### src/rtl/core_test_monitor.sv
// core_test_monitor: end-of-test judge for multi-hart regression runs.
// Latches per-hart exit/gp and issues a pass/fail or watchdog-timeout verdict.
module core_test_monitor #(
   parameter int          NUM_HARTS      = 1,
   parameter int          GP_WIDTH       = 32,
   parameter int unsigned PASS_VALUE     = 1,
   parameter int          TIMEOUT_CYCLES = 20000,
   parameter int          CNT_WIDTH      = 32,
   localparam int         FH_W           = $clog2(NUM_HARTS) + 1
) (
   input  logic                          clk,
   input  logic                          rst,
   input  logic                          start,
   input  logic [NUM_HARTS-1:0]          exit,
   input  logic [NUM_HARTS*GP_WIDTH-1:0] gp,
   output logic                          done,
   output logic                          passed,
   output logic                          timed_out,
   output logic [NUM_HARTS-1:0]          exited,
   output logic [FH_W-1:0]               fail_hart,
   output logic [GP_WIDTH-1:0]           fail_gp,
   output logic [CNT_WIDTH-1:0]          cycle_count
);

   localparam logic [GP_WIDTH-1:0]  PASS_GP = GP_WIDTH'(PASS_VALUE);
   localparam bit                   TO_EN   = (TIMEOUT_CYCLES != 0);
   localparam logic [CNT_WIDTH-1:0] TO_LAST = CNT_WIDTH'(TIMEOUT_CYCLES - 1);

   typedef enum logic [1:0] {
      IDLE = 2'd0,
      RUN  = 2'd1,
      DONE = 2'd2
   } state_t;

   state_t                        state_q, state_d;
   logic [NUM_HARTS-1:0]          exited_q, exited_d;
   logic [NUM_HARTS*GP_WIDTH-1:0] gp_q, gp_d;
   logic                          done_q, done_d;
   logic                          passed_q, passed_d;
   logic                          to_q, to_d;
   logic [FH_W-1:0]               fh_q, fh_d;
   logic [GP_WIDTH-1:0]           fg_q, fg_d;
   logic [CNT_WIDTH-1:0]          cnt_q, cnt_d;

   logic [NUM_HARTS-1:0]          ex_nx;
   logic [NUM_HARTS*GP_WIDTH-1:0] gp_nx;
   logic                          all_ex;
   logic                          bad;
   logic [FH_W-1:0]               bad_idx;
   logic [GP_WIDTH-1:0]           bad_gp;
   logic [FH_W-1:0]               miss_idx;

   // First exit of each hart wins; later pulses and gp changes are dropped.
   always_comb begin
      ex_nx = exited_q;
      gp_nx = gp_q;
      for (int i = 0; i < NUM_HARTS; i++) begin
         if (exit[i] && !exited_q[i]) begin
            ex_nx[i] = 1'b1;
            gp_nx[i*GP_WIDTH +: GP_WIDTH] = gp[i*GP_WIDTH +: GP_WIDTH];
         end
      end
      all_ex = &ex_nx;
   end

   // Descending scan so the lowest matching index is the one that sticks.
   always_comb begin
      bad      = 1'b0;
      bad_idx  = '1;
      bad_gp   = '0;
      miss_idx = '1;
      for (int i = NUM_HARTS - 1; i >= 0; i--) begin
         if (gp_nx[i*GP_WIDTH +: GP_WIDTH] != PASS_GP) begin
            bad     = 1'b1;
            bad_idx = FH_W'(i);
            bad_gp  = gp_nx[i*GP_WIDTH +: GP_WIDTH];
         end
         if (!ex_nx[i]) begin
            miss_idx = FH_W'(i);
         end
      end
   end

   always_comb begin
      state_d  = state_q;
      exited_d = exited_q;
      gp_d     = gp_q;
      done_d   = done_q;
      passed_d = passed_q;
      to_d     = to_q;
      fh_d     = fh_q;
      fg_d     = fg_q;
      cnt_d    = cnt_q;
      if (start) begin
         state_d  = RUN;
         exited_d = '0;
         gp_d     = '0;
         done_d   = 1'b0;
         passed_d = 1'b0;
         to_d     = 1'b0;
         fh_d     = '1;
         fg_d     = '0;
         cnt_d    = '0;
      end else begin
         unique case (state_q)
            IDLE: ;
            RUN: begin
               exited_d = ex_nx;
               gp_d     = gp_nx;
               // The last exit outranks a watchdog expiry on the same cycle.
               if (all_ex) begin
                  state_d  = DONE;
                  done_d   = 1'b1;
                  passed_d = !bad;
                  to_d     = 1'b0;
                  fh_d     = bad ? bad_idx : '1;
                  fg_d     = bad ? bad_gp : '0;
               end else if (TO_EN && cnt_q == TO_LAST) begin
                  state_d  = DONE;
                  done_d   = 1'b1;
                  passed_d = 1'b0;
                  to_d     = 1'b1;
                  fh_d     = miss_idx;
                  fg_d     = '0;
               end else if (cnt_q != '1) begin
                  cnt_d = cnt_q + CNT_WIDTH'(1);
               end
            end
            DONE: ;
            default: state_d = IDLE;
         endcase
      end
   end

   always_ff @(posedge clk or posedge rst) begin
      if (rst) begin
         state_q  <= IDLE;
         exited_q <= '0;
         gp_q     <= '0;
         done_q   <= 1'b0;
         passed_q <= 1'b0;
         to_q     <= 1'b0;
         fh_q     <= '1;
         fg_q     <= '0;
         cnt_q    <= '0;
      end else begin
         state_q  <= state_d;
         exited_q <= exited_d;
         gp_q     <= gp_d;
         done_q   <= done_d;
         passed_q <= passed_d;
         to_q     <= to_d;
         fh_q     <= fh_d;
         fg_q     <= fg_d;
         cnt_q    <= cnt_d;
      end
   end

   assign done        = done_q;
   assign passed      = passed_q;
   assign timed_out   = to_q;
   assign exited      = exited_q;
   assign fail_hart   = fh_q;
   assign fail_gp     = fg_q;
   assign cycle_count = cnt_q;

endmodule

### config.mk
export PLATFORM = sky130hd
export DESIGN_NAME = core_test_monitor
export DESIGN_NICKNAME = d
export VERILOG_FILES = /design/src/rtl/core_test_monitor.sv
export SDC_FILE = /design/constraint.sdc
export NUM_CORES = 1
export LEC_CHECK = 0
export ABC_AREA = 1
export BUFFER_PORTS_ARGS = -buffer_cell sky130_fd_sc_hd__buf_4
export CORE_MARGIN = 10
export CORE_UTILIZATION = 55
export DETAILED_ROUTE_END_ITERATION = 6
export GPL_TIMING_DRIVEN = 0
export PLACE_DENSITY = 0.79
export SKIP_LAST_GASP = 1
export SYNTH_ARGS = -nofsm -noshare
export SYNTH_HDL_FRONTEND = slang
export SYNTH_SLANG_ARGS = --single-unit
### constraint.sdc
create_clock -name clk -period 8.86 [get_ports clk]
set_input_delay 0.886 -clock clk [delete_from_list [all_inputs] [get_ports clk]]
set_output_delay 0.886 -clock clk [all_outputs]
set_load 0.05 [all_outputs]
* Word-level counts from Yosys, hierarchy flattened
Cells that the tools add are included.
Word-level totals: register bits after elaboration 103, input port bits 36, output and inout port bits 69, word-level logic and storage cells 68
Cells by class: mux-type cells 38, equal/unequal tests 9, add/subtract/negate cells 1, reduce and logical (&&, ||, !) cells 11
Operators with widths (count):
- 32-bit two-way mux | 14
- 32-bit by 1-bit adder with 32-bit output (second input constant) | 1
- 32-bit by 15-bit == test with 1-bit output (second input constant) | 1
- 32-bit by 1-bit != test with 1-bit output (second input constant) | 1
- 32-bit != test (second input constant) | 1
- 1-bit two-way mux | 20
- 2-bit two-way mux | 3
- 2-bit != test (second input constant) | 2
- 4-bit != test (second input constant) | 1
- 2-bit one-hot mux with 2 select lines | 1
- 2-bit AND reduction | 2
- 4-bit AND reduction | 1
- 2-bit nonzero test | 2
- 3-bit nonzero test | 1
- 2-bit by 1-bit == test with 1-bit output (second input constant) | 1
- 2-bit == test (second input constant) | 1
- 1-bit logical NOT | 2
- 2-bit logical NOT | 1
- 2-bit by 1-bit != test with 1-bit output (second input constant) | 1
- 2-bit OR reduction | 1
- 1-bit logical AND | 1

* Depth between registers and ports, before layout
Gate-level depths: netlist of the first run.
depth after elaboration 9, gate-level depth with buffers 13, depth with buffers taken out 11

* Worst setup path after synthesis of the first run
No wires, ideal clock.
path type reg2reg, start point register cnt_q[0], in the netlist cycle_count[0], end point register fg_q[1], in the netlist fail_gp[1], clock period less this slack 2215 ps, path buffers 2, required time 8724 ps, stages on the path, launching flop included 13, arrival 2079 ps, setup slack 6645 ps, setup time 136 ps, cell sequence dfrtp_1 -> ha_1 -> nand3_1 -> inv_2 -> nand2_1 -> nor2_1 -> nand2_1 -> nand2_1 -> nand2_1 -> buf_4 -> buf_6 -> nand2_1 -> o31ai_1
Between the ends: longest elaborated chain between the ends 3
Ends and longest elaborated chain:
- start: declaration | RTL line 43 | logic [CNT_WIDTH-1:0] cnt_q, cnt_d;
- start signal: assignment | RTL line 155 | cnt_q <= cnt_d;
- 32-bit by 15-bit == test with 1-bit output | RTL line 118 | end else if (TO_EN && cnt_q == TO_LAST) begin
- 3-bit nonzero test (no line)
- 2-bit AND reduction (no line)
- end signal: assignment | RTL line 154 | fg_q <= fg_d;
- end: declaration | RTL line 42 | logic [GP_WIDTH-1:0] fg_q, fg_d;
No other way between the ends. A chain may end at the register's enable or synchronous reset.

* Worst setup path in the final report of the first run
start point register cnt_q[0], in the netlist cycle_count[0], end point register fg_q[23], in the netlist fail_gp[23]
Same word-level chain as after synthesis.

==> results of run 1 <==
[worst paths after layout]
check | startpoint | endpoint | slack [ps]
min | rst | cycle_count[8]$_DFFE_PP0P_ | 480
max | cycle_count[0]$_DFFE_PP0P_ | fail_gp[23]$_DFFE_PP0P_ | 6370
min reg2reg | fail_gp[4]$_DFFE_PP0P_ | fail_gp[4]$_DFFE_PP0P_ | 490
max in group asynchronous | rst | fail_gp[28]$_DFFE_PP0P_ | 7670
max reg2reg | cycle_count[0]$_DFFE_PP0P_ | fail_gp[23]$_DFFE_PP0P_ | 6370
min in group clk | fail_gp[4]$_DFFE_PP0P_ | fail_gp[4]$_DFFE_PP0P_ | 490
[cell type report]
type	instances	share of cell area, %
buffer	31	2.67
clock buffer	10	2.02
clock inverter	6	0.993
inverter	99	5.50
multi-input combinational	549	36.7
sequential	103	37.9
tap	133	2.45
timing repair buffer	104	11.8
[power by group through the flow]
stage / combinational (mW) / sequential, mW / clock (mW)
detailed placement: 0.329 / 0.536 / 0
finish: 0.332 / 0.528 / 0.315
floorplan: 0.138 / 0.613 / 0
CTS: 0.330 / 0.527 / 0.321
global placement: 0.321 / 0.535 / 0
global route: 0.358 / 0.531 / 0.341
[cells by family after synthesis]
group	count (synthesis)	share of synthesized area [%]
xor+xnor	1	0.156
flops	103	45.8
buf+inv	130	9.83
simple gates	431	31.4
fa+ha+maj	1	0.222
compound gates	116	12.6
[worst max-delay path, delay by kind of cell, from the launching register on]
kind,cells,cell delay (ps)
flip-flops,1,500
AND/OR/NAND/NOR,7,890
buffers and inverters,2,520
adder cells (fa/ha/maj),1,340
AO/OA/AOI/OAI,1,80
[metal layers]
metal | vias up | GRT usage [%] | part of all wire (%)
met5 | - | 0 | 0
met4 | 0 | 9.17 | 2.6
li1 | 2752 | - | -
met3 | 39 | 7.72 | 9.6
met1 | 2770 | 33.7 | 43
met2 | 283 | 38.3 | 45
[through the flow]
step | hold WS (ps) | std cells | worst slack (ps) | instance area, um^2 | util, %
after floorplan | 453 | 782 | 5270 | 5630 | -
after global placement | 466 | 1018 | 4110 | 6570 | 66.6
after detailed placement | 470 | 1019 | 6310 | 6600 | 66.9
after CTS | 483 | 1035 | 6460 | 6800 | 69.0
after global routing | 489 | 1035 | 6080 | 6800 | 69.0
final | 483 | 1035 | 6370 | 6800 | 69.0
[synthesized netlist by cell type (7+ instances only)]
cell | instances | area [um^2]
inv_1 | 95 | 357
nand2_1 | 284 | 1070
o21ai_0 | 47 | 235
nor2_1 | 63 | 236
o22ai_1 | 31 | 194
o31ai_1 | 32 | 240
clkbuf_1 | 10 | 37.5
nand3_1 | 52 | 260
dfrtp_1 | 102 | 2550
buf_4 | 7 | 52.6
buf_2 | 7 | 35.0
nor3_1 | 16 | 80.1
[sequential cells by signal, summed over array words and instances (netlist names)]
register	count
cycle_count	32
fail_gp	32
gp_q	32
state_q	2
done	1
exited	1
fail_hart	1
passed	1
timed_out	1
==> results.py, run 1 <==
metrics = {
    "outcome": {
        "outcome": "finished clean",
    },
    "timing": {
        "rsz0062_at_grt": "false",
        "setup_viol": 0,
        "fmax_ghz": 0.402,
        "layout_min_cycle_time_ps": 2490,
        "final_max_slew_viol_count": 0,
        "setup_tns_ps": 0,
        "finalHoldViolations": 0,
        "finClkSkew_ps": 16.0,
        "worstMarginPinSlew_ps": 694,
        "relSlewSlack_pct": 53.7,
        "finalCritPeriodShare_pct": 28.1,
    },
    "setup_path": {
        "rr_worst_depth": 11,
        "cp_slowest_cell": "dfrtp_1",
        "critPathKind": "register to register",
        "worst_ep_required_time_ps": 9110,
        "startpoint_type": "register",
        "crit_chain": "ha_1, nand3_1, inv_2, nand2_1, nor2_1, nand2_1, nand2_1, nand2_1, clkbuf_1, nand2_1, o31ai_1",
        "end_kind": "register",
        "max_stage_delay_ps": 500,
        "crit_fanout": 10,
        "cp_common_cell": "nand2_1",
        "arrival_ps": 2740,
    },
    "logic_synthesis": {
        "ys_ff_latch": 103,
        "ys_warn_count": 0,
        "synth_cell_types": 29,
        "syn_nets": 819,
        "synth_cells": 782,
        "synth_edf_count": 0,
        "async_flop_share_pct": 100,
        "syn_area_um2": 5630,
        "synthFlopType": "dfrtp_1",
        "synth.avg_cell_area_um2": 7.20,
        "synth.yosys.seq_area_share_pct": 45.8,
    },
    "floorplan": {
        "start_util_pct": 57.1,
        "die_y_um": 121,
        "die_w_um": 121,
        "ios": 105,
        "die-area_um2": 14700,
        "core-area_um2": 9860,
        "row_count": 36,
    },
    "grt": {
        "grt_pass1_vias": 5566,
        "grt_max_degree": 75,
        "grt_pass1_wl_mm": 29.6,
        "grt.total_usage_pct": 25.4,
        "grt_antenna_before_repair": 0,
        "grt_overflow": 0,
    },
    "route": {
        "routedWlPerCell_um": 17.9,
        "ant_nets": 0,
        "wirelength_mm": 18.5,
        "dr.pass1.iters": 5,
        "drt_iter0_drc": 697,
        "viasPerCell": 5.65,
        "post-route-drc-count": 0,
        "route.vias.total": 5844,
    },
    "cts": {
        "path_clk_slew_ps": 110,
        "cts_tree": "done",
        "cts_made_buffers": 9,
        "clk_latency_ps": 400,
        "cts_sinks": 103,
        "clockBufferDepth": 2,
        "cts-root-buf": "clkbuf_8",
        "ctsHtreeMaxLevel": 3,
        "post_cts_buffers": 0,
        "postCtsHoldBufs": 0,
        "cts_resized": 0,
    },
    "power_and_ir_drop": {
        "p_total_mw": 1.17,
        "clkPwrFrac_pct": 26.8,
        "netSwitchingPower_mw": 0.435,
        "p_leak_nw": 3.34,
        "p_comb_share_pct": 28.3,
        "p_per_area_nw_per_um2": 173,
        "p_seq_share_pct": 44.9,
        "intPower_mw": 0.739,
        "sw_frac_of_total_pct": 37.1,
        "peakVddDrop_v": 0.000133,
    },
    "layout": {
        "regArea_um2": 2580,
        "syn2layout_area_growth_pct": 20.9,
        "nFillCells": 837,
        "mostFrequentLayoutCell": "nand2_1",
        "multi_input_comb_area_um2": 2500,
        "layout_common_cells": "284 x nand2_1, 110 x buf_4, 102 x dfrtp_1, 94 x inv_1, 63 x nor2_1",
        "antenna_cells": 0,
        "final_nets": 934,
        "drive_above_1_share_pct": 17.0,
    },
    "placement": {
        "dpl.hpwl_mm": 14.2,
        "place.gp.congestion": 0.972,
        "port-buffer-count": 103,
    },
    "hold_path": {
        "hp-class": "input pin to asynchronous set/reset pin",
    },
    "run": {
        "drv_cap": 0,
    },
}
(Power assumes the default switching activity.)
==> run 2, diff against run 1 <==
Settings changed: ABC_AREA 1 to 0, CORE_UTILIZATION 55 to 49, PLACE_DENSITY 0.79 to 0.76.
Clock period 8.86 ns to 2.05 ns, I/O delays scaled along.
==> run 2 against run 1 <==
Net effect:
- the flow now finishes with violations (negative setup slack)
- combinational power rose to 4.2 times the previous value
- global-route usage fell by 3.5 points
- die area about the same
- synthesized area is 11% lower
- clock skew is 5.3 ps lower
- total power increased to 4.4 times the previous value
- synthesized cell count fell by 40%
- routed wire length fell by 5.8%
- flip-flop and latch count unchanged
- largest power group unchanged
- first-iteration DRC count decreased by 33%
- register-to-register slack got worse by 6500 ps
==> results.py, run 2 <==
metrics = {
    "layout": {
        "regArea_um2": 2610,
        "nFillCells": 628,
        "drive_above_1_share_pct": 47.9,
        "antenna_cells": 0,
        "final_area_um2": 7380,
        "layout_common_cells": "144 x buf_4, 78 x dfrtp_1, 33 x a22o_1, 31 x mux2i_1, 30 x o2bb2ai_2",
        "syn2layout_area_growth_pct": 47.2,
        "fin_util_pct": 74.8,
        "instances_no_fill": 776,
        "final_nets": 675,
        "multi_input_comb_area_um2": 2780,
        "mostFrequentLayoutCell": "buf_4",
    },
    "route": {
        "post-route-drc-count": 0,
        "routedWlPerCell_um": 22.4,
        "ant_nets": 0,
        "drt_iter0_drc": 469,
        "wirelength_mm": 17.4,
        "viasPerCell": 6.35,
        "route.vias.total": 4925,
        "dr.pass1.iters": 7,
    },
    "logic_synthesis": {
        "synth_commonest_cells": "102 x dfrtp_1, 33 x a22o_1, 32 x o2bb2ai_1",
        "synth_top_area_cell": "dfrtp_1",
        "synth_xor_area_share_pct": 0.175,
        "synth_cells": 466,
        "ys_warn_count": 0,
        "synth_top_family_by_area": "compound AO/OA/AOI/OAI gates",
        "netlist.area_leader.share_pct": 50.9,
        "ys_top_cells_by_area": "dfrtp_1 51%, mux2i_1 6.2%, a22o_1 5.8%, o2bb2ai_1 5.6%, a21oi_1 3.1%",
        "synthFlopType": "dfrtp_1",
        "synth_edf_count": 0,
        "async_flop_share_pct": 100,
        "synth_compound_area_share_pct": 19.2,
        "syn_area_um2": 5010,
        "synthAdderAreaFrac_pct": 0.250,
        "synth.most_common_cell": "dfrtp_1",
        "synth.avg_cell_area_um2": 10.8,
        "synth.yosys.seq_area_share_pct": 51.4,
        "ys_ff_latch": 103,
        "synth_cell_types": 52,
        "synthSimpleGateAreaFrac_pct": 18.6,
        "syn_nets": 503,
        "synth.area.mux_share_pct": 7.09,
    },
    "timing": {
        "fmax_ghz": 0.458,
        "relSlewSlack_pct": 45.3,
        "finalCritPeriodShare_pct": 106,
        "setup_viol": 51,
        "layout_min_cycle_time_ps": 2180,
        "finalHoldViolations": 0,
        "worstMarginPinSlew_ps": 821,
        "postLayoutSetupSlackWorst_ps": -132,
        "setup_tns_ps": -2670,
        "finClkSkew_ps": 10.7,
        "rsz0062_at_grt": "true",
        "final_max_slew_viol_count": 0,
    },
    "setup_path": {
        "cp_num_cells": 10,
        "max_stage_delay_ps": 400,
        "rr_worst_depth": 10,
        "worst_ep_required_time_ps": 2350,
        "reg2reg_slack_ps": -130,
        "startpoint_type": "register",
        "crit_path_end": "cycle_count[8]$_DFFE_PP0P_",
        "timing.rr.end": "cycle_count[8]$_DFFE_PP0P_",
        "crit_path_start": "cycle_count[1]$_DFFE_PP0P_",
        "cpLargestDelayFamily": "simple AND/OR/NAND/NOR gates",
        "end_kind": "register",
        "cp_num_buf_inv": 3,
        "crit_fanout": 5,
        "worstReg2RegStart": "cycle_count[1]$_DFFE_PP0P_",
        "cp_slowest_cell": "dfrtp_2",
        "crit_chain": "ha_4, and4_4, nand4_4, nor4_4, a21o_4, buf_8, buf_8, buf_4, o21ai_2, a21oi_2",
        "critPathKind": "register to register",
        "cp_common_cell": "buf_8",
        "arrival_ps": 2480,
    },
    "cts": {
        "cts_made_buffers": 9,
        "cts-root-buf": "clkbuf_8",
        "path_clk_slew_ps": 110,
        "cts_sinks": 103,
        "clockBufferDepth": 2,
        "cts_tree": "done",
        "clk_latency_ps": 380,
        "ctsHtreeMaxLevel": 3,
    },
    "run": {
        "drv_cap": 0,
    },
    "floorplan": {
        "start_util_pct": 50.8,
        "die_y_um": 121,
        "die_w_um": 121,
        "ios": 105,
        "core-area_um2": 9860,
        "row_count": 36,
        "die-area_um2": 14700,
    },
    "grt": {
        "grtUsageMet2_pct": 35.7,
        "grt_pass1_wl_mm": 25.9,
        "grt_antenna_before_repair": 0,
        "met3_usage_pct": 5.82,
        "grt.total_usage_pct": 21.9,
        "grt_util_met1_pct": 26.8,
        "grt_pass1_vias": 4865,
        "grt_busiest_layer": "met2",
        "grt_max_degree": 44,
        "grt_overflow": 0,
    },
    "outcome": {
        "violations": "negative setup slack",
        "outcome": "finished with violations",
    },
    "placement": {
        "place.gp.congestion": 0.887,
        "dpl.hpwl_mm": 11.0,
        "placed_area_um2": 6100,
        "dpl.cell_count": 705,
        "port-buffer-count": 104,
    },
    "power_and_ir_drop": {
        "p_leak_nw": 3.39,
        "p_per_area_nw_per_um2": 694,
        "peakVddDrop_v": 0.000354,
    },
    "hold_path": {
        "hp-class": "input pin to register",
    },
}
-- run 2: cell types whose count changed after synthesis, sizes merged, moves of 27 or more --
cell	before	now
o31ai	32	4
nor2	66	20
o2bb2ai	0	32
nand2	285	20
o22ai	31	1
o21ai	48	21
nand3	54	21
mux2i	0	31
inv	99	4
a22o	0	33
-- run 2: metrics by stage --
step | hold slack (ps) | power [mW] | setup WS, ps
floorplan | 345 | 2.99 | -227
global placement | 449 | 3.34 | -302
detailed placement | 278 | 3.37 | -359
CTS | 58.8 | 4.96 | -139
global route | 55.6 | 5.31 | -191
finish | 62.5 | 5.12 | -132
-- run 2: report_power, final --
part           switching (mW)  internal, mW  leakage (nW)
clock network           0.759         0.703         0.116
registers               0.122          2.16          1.37
logic                   0.830         0.548          1.90
-- run 2: cell type report --
class / count / area share, %
Sequential cell: 103 / 35.4
Tap cell: 133 / 2.26
Inverter: 4 / 0.254
Timing Repair Buffer: 163 / 18.7
Clock buffer: 9 / 1.68
Multi-Input combinational cell: 329 / 37.6
Buffer: 28 / 2.73
Clock inverter: 7 / 1.39
-- run 2: worst min path at each step --
stage | startpoint | endpoint | slack, ps | cells past startpoint
2_1_floorplan | gp[20] | gp_q[20]$_DFFE_PP0P_ | 340 | 1
3_3_place_gp | gp[10] | gp_q[10]$_DFFE_PP0P_ | 450 | 2
3_5_place_dp | rst | cycle_count[4]$_DFFE_PP0P_ | 280 | 2
4_1_cts | gp[7] | gp_q[7]$_DFFE_PP0P_ | 60 | 2
5_1_grt | gp[7] | gp_q[7]$_DFFE_PP0P_ | 60 | 2
6_report | gp[15] | gp_q[15]$_DFFE_PP0P_ | 60 | 2
-- run 2: logic make-up after synthesis --
| logic type | count (synthesis) |
|---|---|
| buffers and inverters | 34 |
| XOR/XNOR | 1 |
| AND/OR/NAND/NOR | 159 |
| adder cells (fa/ha/maj) | 1 |
| AO/OA/AOI/OAI | 133 |
| multiplexers | 35 |
| flip-flops | 103 |
-- run 2: timing repair --
item / 4_1_cts / 5_1_grt
pin swaps: 15 / 36
endpoints found under the hold margin: 21 / 0
endpoints found under the setup margin: 65 / 96
hold buffers: 1 / 0
cloned: 4 / 3
setup buffers: 24 / 26
resized for setup: 51 / 92
-- run 2: routing by layer --
metal	part of all wire [%]	vias to the layer above
met5	0	-
met4	3.1	0
met3	8.4	54
met2	50	241
met1	39	2477
li1	-	2153
==> run 3, diff against run 2 <==
Settings changed: MAX_ROUTING_LAYER from default to met4.
==> run 3 against run 2 <==
Net effect:
- the flow still finishes with violations (negative setup slack)
- final area increased by 0.20%
- critical path depth unchanged
- register-to-register slack about the same
- critical endpoint unchanged
- largest cell class unchanged
==> results.py, run 3 (same netlist as run 2, synthesis figures left out) <==
metrics = {
    "grt": {
        "grt_max_degree": 44,
        "grt_antenna_before_repair": 0,
        "grt_overflow": 0,
        "grt_pass1_wl_mm": 25.9,
        "grt.total_usage_pct": 22.6,
        "grt_pass1_vias": 4855,
    },
    "floorplan": {
        "row_count": 36,
        "die-area_um2": 14700,
        "die_w_um": 121,
        "core-area_um2": 9860,
        "start_util_pct": 50.8,
        "die_y_um": 121,
        "ios": 105,
    },
    "outcome": {
        "violations": "negative setup slack",
        "outcome": "finished with violations",
    },
    "cts": {
        "cts_made_buffers": 9,
        "cts_sinks": 103,
        "cts_tree": "done",
        "clockBufferDepth": 2,
        "cts-root-buf": "clkbuf_8",
        "path_clk_slew_ps": 110,
        "ctsHtreeMaxLevel": 3,
        "clk_latency_ps": 380,
    },
    "timing": {
        "finalHoldViolations": 0,
        "finalCritPeriodShare_pct": 106,
        "postLayoutSetupSlackWorst_ps": -128,
        "setup_tns_ps": -2840,
        "setup_viol": 54,
        "worstMarginPinSlew_ps": 806,
        "finClkSkew_ps": 12.1,
        "relSlewSlack_pct": 46.2,
        "hold_ws_ps": 64.7,
        "layout_min_cycle_time_ps": 2180,
        "final_max_slew_viol_count": 0,
        "fmax_ghz": 0.459,
        "rsz0062_at_grt": "true",
    },
    "setup_path": {
        "crit_fanout": 5,
        "rr_worst_depth": 10,
        "worstReg2RegStart": "cycle_count[1]$_DFFE_PP0P_",
        "end_kind": "register",
        "startpoint_type": "register",
        "worst_ep_required_time_ps": 2350,
        "timing.rr.end": "cycle_count[8]$_DFFE_PP0P_",
        "critPathKind": "register to register",
        "arrival_ps": 2470,
        "reg2reg_slack_ps": -130,
    },
    "power_and_ir_drop": {
        "p_comb_share_pct": 26.9,
        "peakVddDrop_v": 0.000351,
        "netSwitchingPower_mw": 1.70,
        "p_leak_nw": 3.39,
        "intPower_mw": 3.41,
        "p_seq_share_pct": 44.6,
        "p_per_area_nw_per_um2": 691,
        "sw_frac_of_total_pct": 33.3,
        "clkPwrFrac_pct": 28.5,
    },
    "route": {
        "ant_nets": 0,
        "dr.pass1.iters": 5,
        "post-route-drc-count": 0,
        "viasPerCell": 6.34,
        "drt_iter0_drc": 484,
        "route.vias.total": 4926,
        "wirelength_mm": 17.3,
        "routedWlPerCell_um": 22.3,
    },
    "hold_path": {
        "hp-start": "gp[15]",
        "min_to": "gp_q[15]$_DFFE_PP0P_",
        "hp-class": "input pin to register",
        "hold_path_depth": 2,
    },
    "layout": {
        "instances_no_fill": 777,
        "final_nets": 676,
        "layout_common_cells": "146 x buf_4, 77 x dfrtp_1, 33 x a22o_1, 31 x mux2i_1, 30 x o2bb2ai_2",
        "syn2layout_area_growth_pct": 47.5,
        "antenna_cells": 0,
        "fin_util_pct": 75.0,
        "drive_above_1_share_pct": 48.0,
        "mostFrequentLayoutCell": "buf_4",
    },
    "placement": {
        "dpl.hpwl_mm": 11.0,
        "place_ws_ps": -359,
        "place.gp.congestion": 0.902,
        "port-buffer-count": 104,
        "dpl.cell_count": 705,
    },
    "run": {
        "drv_cap": 0,
    },
}
[run 3: cell types whose count changed in the layout (fill, tap and decap cells not counted), sizes merged]
cell	previous run	this run
buf	167	168
[run 3: area by class of cell]
class                   count  area (um^2)
flip-flops and latches    103         2610
plain buffers              28          201
well taps                 133          166
repair buffers            164         1390
clock buffers               9          124
multi-input cells         329         2790
fillers                   629         2470
inverters                   4         18.8
clock inverters             7          103
[run 3: power groups by stage]
stage	combinational, mW	sequential (mW)	clock (mW)
floorplan	0.458	2.53	0
global placement	1.03	2.30	0
detailed placement	1.07	2.31	0
CTS	1.23	2.27	1.47
global route	1.45	2.29	1.55
finish	1.37	2.28	1.46
[run 3: worst max path at each step]
stage,slack [ps],to,depth (start not counted),startpoint
6_report,-130,cycle_count[8]$_DFFE_PP0P_,10,cycle_count[1]$_DFFE_PP0P_
5_1_grt,-190,cycle_count[6]$_DFFE_PP0P_,9,cycle_count[1]$_DFFE_PP0P_
4_1_cts,-140,fail_gp[16]$_DFFE_PP0P_,11,cycle_count[1]$_DFFE_PP0P_
3_5_place_dp,-360,cycle_count[12]$_DFFE_PP0P_,9,cycle_count[0]$_DFFE_PP0P_
3_3_place_gp,-300,cycle_count[23]$_DFFE_PP0P_,9,cycle_count[0]$_DFFE_PP0P_
2_1_floorplan,-230,cycle_count[21]$_DFFE_PP0P_,10,cycle_count[0]$_DFFE_PP0P_
[run 3: repair_timing]
item,CTS,global route
hold buffers,1,0
setup endpoints to repair,65,96
gates cloned,4,3
pin swaps,15,34
buffers inserted,24,27
endpoints found under the hold margin,21,0
resized for setup,51,93
[run 3: metrics by stage]
stage               power (mW)  cell area (um^2)
finish                    5.11              7390
global route              5.30              7390
CTS                       4.96              6790
detailed placement        3.37              6100
global placement          3.34              6060
floorplan                 2.99              5110
[run 3: layer usage]
layer / global-route usage, % / routed length [um]
met1: 27.1 / 6780
met2: 35.7 / 8470
met3: 5.49 / 1450
met4: 9.31 / 626
met5: - / 0
[run 3: critical path: stages (launching register included)]
cell and delay [ps]:
dfrtp_2 400, ha_4 140, and4_4 290, nand4_4 150
nor4_4 360, a21o_4 200, buf_8 150, buf_8 110
buf_4 100, o21ai_2 50, a21oi_2 130
